<file path="src/rtl/n2_icd_access_ctl.sv">
// ---------------------------------------------------------------------------
// n2_icd_access_ctl
// Sequencing and arbitration controller for the icache data array.
// Three requesters share the array: fetch reads, CMU line fills and
// ASI/MBIST word accesses. One requester is granted per cycle with a
// combinational ack. Its controls are registered onto the bf-stage outputs
// for exactly one cycle. ASI read data returning on icd bus 0 is captured
// and presented with a one-cycle valid pulse.
//
// Ports
//   l2clk, arst                    clock, asynchronous active-high reset
//   fetch_req/index/word_en/quad_en, fetch_ack   fetch read request/grant
//   fill_req/index/way, fill_ack   line fill request/grant
//   asi_req/wr/index/way/word, asi_ack          ASI/MBIST request/grant
//   icd_rd_data                    array bus 0 instruction (c-stage)
//   tcu_array_wr_inhibit           blocks every write grant while high
//   asi_rd_data, asi_rd_vld        captured ASI read data and valid pulse
//   ic_rd_req_bf, ic_wr_req_bf, asi_mbist_access_bf,
//   index_bf, wrway_bf, word_en_bf, quad_en_bf  array bf-stage controls
// ---------------------------------------------------------------------------
module n2_icd_access_ctl #(
  parameter int STARVE_MAX = 4,
  parameter int RD_LAT     = 2
) (
  input  logic        l2clk,
  input  logic        arst,
  input  logic        fetch_req,
  input  logic [8:0]  fetch_index,
  input  logic [7:0]  fetch_word_en,
  input  logic [3:0]  fetch_quad_en,
  output logic        fetch_ack,
  input  logic        fill_req,
  input  logic [8:0]  fill_index,
  input  logic [2:0]  fill_way,
  output logic        fill_ack,
  input  logic        asi_req,
  input  logic        asi_wr,
  input  logic [8:0]  asi_index,
  input  logic [2:0]  asi_way,
  input  logic [2:0]  asi_word,
  output logic        asi_ack,
  input  logic [32:0] icd_rd_data,
  input  logic        tcu_array_wr_inhibit,
  output logic [32:0] asi_rd_data,
  output logic        asi_rd_vld,
  output logic        ic_rd_req_bf,
  output logic        ic_wr_req_bf,
  output logic        asi_mbist_access_bf,
  output logic [8:0]  index_bf,
  output logic [2:0]  wrway_bf,
  output logic [7:0]  word_en_bf,
  output logic [3:0]  quad_en_bf
);

  typedef enum logic [1:0] {IDLE, WR, WR_RCV} state_t;

  localparam logic [3:0] STARVE_LIM = 4'(STARVE_MAX);

  function automatic logic [7:0] word_onehot(input logic [2:0] sel);
    word_onehot = 8'b1 << sel;
  endfunction

  function automatic logic [3:0] quad_onehot(input logic [1:0] sel);
    quad_onehot = 4'b1 << sel;
  endfunction

  state_t      state, state_nxt;
  logic [3:0]  starve_cnt;
  logic        asi_out;
  logic [RD_LAT-1:0] rd_sr;
  logic [RD_LAT:0]   rd_chain;
  logic        asi_rd_bf;

  logic        rd_ok, asi_elig, fill_elig, fetch_elig, starved;
  logic        wr_gnt, any_gnt, way_gnt;
  logic [8:0]  index_nxt;
  logic [2:0]  way_nxt;
  logic [7:0]  word_en_nxt;
  logic [3:0]  quad_en_nxt;

  // Reads are held off while a write strobe is on the array, so the cycle
  // following every write strobe (recovery) never carries a read strobe.
  assign rd_ok      = (state != WR);
  assign asi_elig   = asi_req && !asi_out && (asi_wr ? !tcu_array_wr_inhibit : rd_ok);
  assign fill_elig  = fill_req && !tcu_array_wr_inhibit;
  assign fetch_elig = fetch_req && rd_ok;
  assign starved    = (starve_cnt >= STARVE_LIM);

  assign asi_ack   = asi_elig;
  assign fill_ack  = !asi_elig && fill_elig && (starved || !fetch_elig);
  assign fetch_ack = !asi_elig && fetch_elig && !(fill_elig && starved);

  assign wr_gnt  = fill_ack || (asi_ack && asi_wr);
  assign any_gnt = fill_ack || asi_ack || fetch_ack;
  assign way_gnt = fill_ack || asi_ack;

  always_comb begin
    index_nxt   = fetch_index;
    way_nxt     = fill_way;
    word_en_nxt = 8'h00;
    quad_en_nxt = 4'h0;
    if (asi_ack) begin
      index_nxt   = asi_index;
      way_nxt     = asi_way;
      word_en_nxt = word_onehot(asi_word);
      quad_en_nxt = quad_onehot(asi_word[2:1]);
    end else if (fill_ack) begin
      index_nxt   = fill_index;
      way_nxt     = fill_way;
      word_en_nxt = 8'hFF;
      quad_en_nxt = 4'hF;
    end else if (fetch_ack) begin
      index_nxt   = fetch_index;
      word_en_nxt = fetch_word_en;
      quad_en_nxt = fetch_quad_en;
    end
  end

  always_comb begin
    state_nxt = state;
    case (state)
      IDLE:    state_nxt = wr_gnt ? WR : IDLE;
      WR:      state_nxt = wr_gnt ? WR : WR_RCV;
      WR_RCV:  state_nxt = wr_gnt ? WR : IDLE;
      default: state_nxt = IDLE;
    endcase
  end

  // ---- bf stage: registered array controls ----
  always_ff @(posedge l2clk or posedge arst) begin
    if (arst) begin
      state               <= IDLE;
      starve_cnt          <= 4'd0;
      ic_rd_req_bf        <= 1'b0;
      ic_wr_req_bf        <= 1'b0;
      asi_mbist_access_bf <= 1'b0;
      index_bf            <= 9'd0;
      wrway_bf            <= 3'd0;
      word_en_bf          <= 8'h00;
      quad_en_bf          <= 4'h0;
    end else begin
      state               <= state_nxt;
      ic_rd_req_bf        <= fetch_ack || (asi_ack && !asi_wr);
      ic_wr_req_bf        <= wr_gnt;
      asi_mbist_access_bf <= asi_ack;
      word_en_bf          <= word_en_nxt;
      quad_en_bf          <= quad_en_nxt;
      if (any_gnt) index_bf <= index_nxt;
      if (way_gnt) wrway_bf <= way_nxt;
      if (fill_ack)
        starve_cnt <= 4'd0;
      else if (fill_req && fetch_ack && (starve_cnt < STARVE_LIM))
        starve_cnt <= starve_cnt + 4'd1;
    end
  end

  // ---- ASI read return: track the strobe down to the capture edge ----
  assign asi_rd_bf = asi_mbist_access_bf && ic_rd_req_bf;
  assign rd_chain  = {rd_sr, asi_rd_bf};
  assign asi_rd_vld = rd_sr[RD_LAT-1];

  always_ff @(posedge l2clk or posedge arst) begin
    if (arst) begin
      rd_sr       <= '0;
      asi_out     <= 1'b0;
      asi_rd_data <= 33'd0;
    end else begin
      rd_sr <= rd_chain[RD_LAT-1:0];
      if (rd_chain[RD_LAT-1]) asi_rd_data <= icd_rd_data;
      // A new ASI read cannot be granted while one is outstanding, so set
      // and clear never coincide.
      if (asi_ack && !asi_wr)
        asi_out <= 1'b1;
      else if (rd_chain[RD_LAT-1])
        asi_out <= 1'b0;
    end
  end

endmodule

</file>
<file path="config.mk">
export PLATFORM = sky130hd
export DESIGN_NAME = n2_icd_access_ctl
export DESIGN_NICKNAME = d
export VERILOG_FILES = /design/src/rtl/n2_icd_access_ctl.sv
export SDC_FILE = /design/constraint.sdc
export NUM_CORES = 1
export LEC_CHECK = 0
export ABC_AREA = 1
export CORE_MARGIN = 8
export CORE_UTILIZATION = 41
export DETAILED_ROUTE_END_ITERATION = 10
export PLACE_DENSITY = 0.81
export SETUP_SLACK_MARGIN = 0.5
export SYNTH_ARGS = -nofsm -noshare
export SYNTH_HDL_FRONTEND = slang
export SYNTH_SLANG_ARGS = --single-unit
</file>
<file path="constraint.sdc">
create_clock -name l2clk -period 2.5 [get_ports l2clk]
set_input_delay 0.5 -clock l2clk [delete_from_list [all_inputs] [get_ports l2clk]]
set_output_delay 0.5 -clock l2clk [all_outputs]
set_load 0.01 [all_outputs]
</file>
==> Implementation_results.wiki <==
{| class="wikitable"
! Metric !! Value
|-
| Floorplan core area || around 7300 sq um
|-
| Worst slew margin || 0.611
|-
| Overflow left after global routing || 0
|-
| Initial standard-cell utilization of the core || 0.425
|-
| Max Cap Viol || 0
|-
| CTS clk-pin slew, worst paths || ~0.07 ns
|-
| Power share of the combinational group || 0.225
|-
| DRT iter0 DRCs || ~110
|-
| Synth Register Bits || 69
|-
| Setup violations, final || 0
|-
| Status || finished, final reports clean
|-
| Top-count cell post-synth || dfrtp_1
|-
| Area occupied by multi-input gates || between 1000 and 1500 sq um
|-
| Count of pins on the block boundary || about 150
|-
| Final RePlAce weighted congestion || 0.795
|-
| Row count || 31
|-
| Count of endpoints failing hold in the final timing report || 0
|-
| Wire length per cell || approximately 17 um
|-
| Timing startpoint of the critical path || tcu_array_wr_inhibit
|-
| Leading post-synthesis cells by cell area || dfrtp_1 (56%), mux2_2 (12%), nand2_1 (5.3%)
|-
| Peak supply drop || between 0.3 and 0.4 mV
|-
| Hold-fix buffers, CTS || 0
|-
| Startpoint of the most critical register-to-register path || state[0]$_DFF_PP0_
|-
| Share of cells above drive strength 1 || 0.211
|-
| Worst-case clock buffer depth || 2
|-
| Switching Fraction || 0.250
|-
| Register cell area after layout || 1730 sq um
|-
| Number of DRC violations after detailed routing || 0
|-
| Clock period minus worst slack || about 1.9 ns
|-
| Power Total || between 0.003 and 0.004 W
|-
| Aggregate global-route resource usage || 0.180
|-
| Post-Route WL || between 9000 and 10000 um
|-
| Internal power component || ~0.0023 W
|-
| Start point of the worst hold path || ic_rd_req_bf$_DFF_PP0_
|-
| Die outline area || roughly 11000 sq um
|-
| Worst EP arrival || roughly 1.4 ns
|-
| Worst setup slack for register-to-register paths || around 0.72 ns
|-
| Sequential element share of the synthesized area || 0.557
|-
| Antenna-violating nets left || 0
|-
| Clock tree from TritonCTS || built
|-
| Fmax achieved || 0.533 GHz
|-
| Number of buffers inserted by port buffering || 151
|-
| Cell area after synthesis || between 3000 and 4000 sq um
|-
| Min-Delay Path Class || flip-flop to flip-flop
|-
| Portion of synthesized cell area occupied by the leading cell type || 0.557
|-
| Largest net degree at the start of global routing || 70
|-
| Clk Tree Root Cell || clkbuf_8
|-
| Half-perimeter wire length after detailed placement || 7180 um
|-
| Worst Setup End Kind || output port
|-
| Main flop type after synthesis || dfrtp_1
|-
| Library cell with the largest summed area after synthesis || dfrtp_1
|-
| Layout-stage area growth over the synthesis result || 63.4%
|-
| Number of nets in the layout || between 500 and 600
|-
| Number of distinct library cells after synthesis || 33
|-
| Clock skew after layout || about 0.0058 ns
|-
| Latest clock arrival within the worst-skew pair || approximately 0.33 ns
|-
| Vias after detailed routing || 2678
|-
| Part of the cycle the worst path needs || 0.751
|-
| Sinks on Clock Net || 69
|-
| Global-route wire length before repair || 14800 um
|-
| Ys Warns || 0
|-
| Number of diodes added for antenna fixing || 0
|-
| Critical Path Fanout Max || 4
|-
| Kind of launch point of the worst setup path || input port
|-
| Drt pass-1 iters || 4
|-
| Syn_area_per_cell || 10.6 sq um
|-
| H-Tree Level Count || 3
|-
| Synthesized net count || between 300 and 400
|-
| Actual transition at the worst max-transition pin || about 0.58 ns
|-
| Cells after synthesis || around 300
|-
| Chip height || ~100 um
|-
| Fill cell count || about 560
|-
| Power per cell area || 612 nW/um^2
|-
| Clock buffer count from CTS || 9
|-
| Via count of the first global-routing pass || slightly below 3000
|-
| Switching Power || 0.000776 W
|-
| Die outline width || 103 um
|-
| Most numerous cell types in the synthesized netlist || dfrtp_1 (69), nand2_1 (44), mux2_2 (33)
|-
| CP Data Required Time || around 2 ns
|-
| Clk network pwr share || 0.365
|-
| Crit path kind || input port to output port
|-
| EDFF count, synth || 0
|-
| Initial antenna violation count || 0
|-
| Register share of total power || 0.410
|-
| Worst hold slack || between 0.4 and 0.5 ns
|-
| Static leakage power || ~2.4 nW
|-
| Pins over their slew limit || 0
|-
| Setup repair after global routing missed its margin || no
|-
| Async SR Flop Fraction || 1.00
|-
| Per-cell via count in the routed design || between 4 and 5
|}
==> layer usage <==
metal / wire, um / global-route usage
met3: 1150 / 0.0682
met1: 3770 / 0.211
met5: 0 / 0
met2: 4400 / 0.303
met4: 50 / 0.0467
==> state kept, by name, indices dropped and copies added (netlist names) <==
| signal | flops |
|---|---|
| index_bf | 9 |
| state | 2 |
| wrway_bf | 3 |
| rd_sr | 2 |
| word_en_bf | 8 |
| starve_cnt | 4 |
| ic_rd_req_bf | 1 |
| ic_wr_req_bf | 1 |
| asi_out | 1 |
| asi_mbist_access_bf | 1 |
| asi_rd_data | 33 |
| quad_en_bf | 4 |
==> power groups by stage <==
stage	logic (W)	registers, W	clock network [W]
3_5_place_dp	0.000692	0.00129	0
6_report	0.000698	0.00127	0.00113
3_3_place_gp	0.000674	0.00129	0
4_1_cts	0.000704	0.00127	0.00116
2_1_floorplan	0.000248	0.00132	0
5_1_grt	0.000772	0.00128	0.00120
==> through the flow <==
stage                util  worst slack (ns)  TNS (ns)  cell area [sq um]  std cells
floorplan               -             0.884         0               3100        293
CTS                 0.693             0.482         0               5050        564
finish              0.695             0.622         0               5070        564
detailed placement  0.656           -0.0300   -0.0300               4790        546
global placement    0.656            0.0163         0               4790        546
global route        0.695             0.505         0               5070        564
==> path summary, 6_finish.rpt <==
kind	cells after the start	endpoint
max in group asynchronous	3	word_en_bf[2]$_DFF_PP0_
min in group asynchronous	3	asi_rd_data[20]$_DFFE_PP0P_
setup / recovery	8	fetch_ack
hold reg to reg	2	rd_sr[0]$_DFF_PP0_
setup reg to reg	10	index_bf[7]$_DFFE_PP0P_
hold / removal	2	rd_sr[0]$_DFF_PP0_
==> placed cells by master (no fill, tap or decap) <==
cell type | netlist | layout
nand4_1 | 2 | 2
or2_1 | 4 | 4
ha_1 | 1 | 1
a31oi_1 | 5 | 5
a21oi_1 | 15 | 15
or2_2 | 3 | 3
inv_2 | 6 | 7
o21ai_0 | 2 | 2
buf_6 | 2 | 1
buf_4 | 5 | 16
buf_2 | 4 | 2
inv_1 | 19 | 17
mux2_2 | 33 | 33
clkinv_2 | 1 | 1
nor3_2 | 1 | 1
nand2_1 | 44 | 44
nand3_4 | 2 | 2
o21ai_1 | 7 | 7
clkinv_4 | 0 | 1
dlygate4sd2_1 | 0 | 4
o211ai_1 | 1 | 1
o21ai_2 | 1 | 1
nand2_4 | 4 | 7
clkbuf_8 | 0 | 11
clkinvlp_4 | 0 | 2
dfrtp_1 | 69 | 69
nand3_1 | 24 | 24
o21a_1 | 1 | 1
nor2_2 | 4 | 3
dlymetal6s2s_1 | 0 | 1
clkdlybuf4s50_1 | 0 | 143
bufinv_16 | 0 | 3
nand3b_1 | 7 | 7
nor2_4 | 0 | 1
o22ai_1 | 1 | 1
nor2_1 | 18 | 18
nand3_2 | 1 | 1
buf_12 | 0 | 2
nor3_1 | 1 | 1
==> worst max-delay path: stages <==
cell and delay [ns]:
dlygate4sd2_1 0.29, nand2_1 0.08, inv_1 0.04, nor2_2 0.11, nand2_4 0.09, nand2_4 0.08, clkinv_2 0.06, buf_6 0.12
==> layout make-up <==
type	instances	area share
clock buffer	11	0.0299
multi-input combinational	185	0.236
sequential	69	0.341
clock inverter	5	0.0210
timing repair buffer	169	0.328
inverter	26	0.0202
tap	99	0.0244
==> kinds of logic (layout without fill, tap and decap cells) <==
kind of cell,after synthesis,after routing,share of synthesized area
simple gates,118,118,0.197
flops,69,69,0.557
buf+inv,39,211,0.0638
compound gates,33,33,0.0585
mux,33,33,0.120
fa+ha+maj,1,1,0.00403
==> timing repair <==
| action | in CTS | in global routing |
|---|---|---|
| resized for setup | 21 | 3 |
| endpoints found under the hold margin | 0 | 0 |
| buffers inserted | 2 | 0 |
| cloned | 0 | 0 |
| pin swaps | 6 | 4 |
| endpoints found under the setup margin | 3 | 14 |
Power figures use the tool's default switching activity.
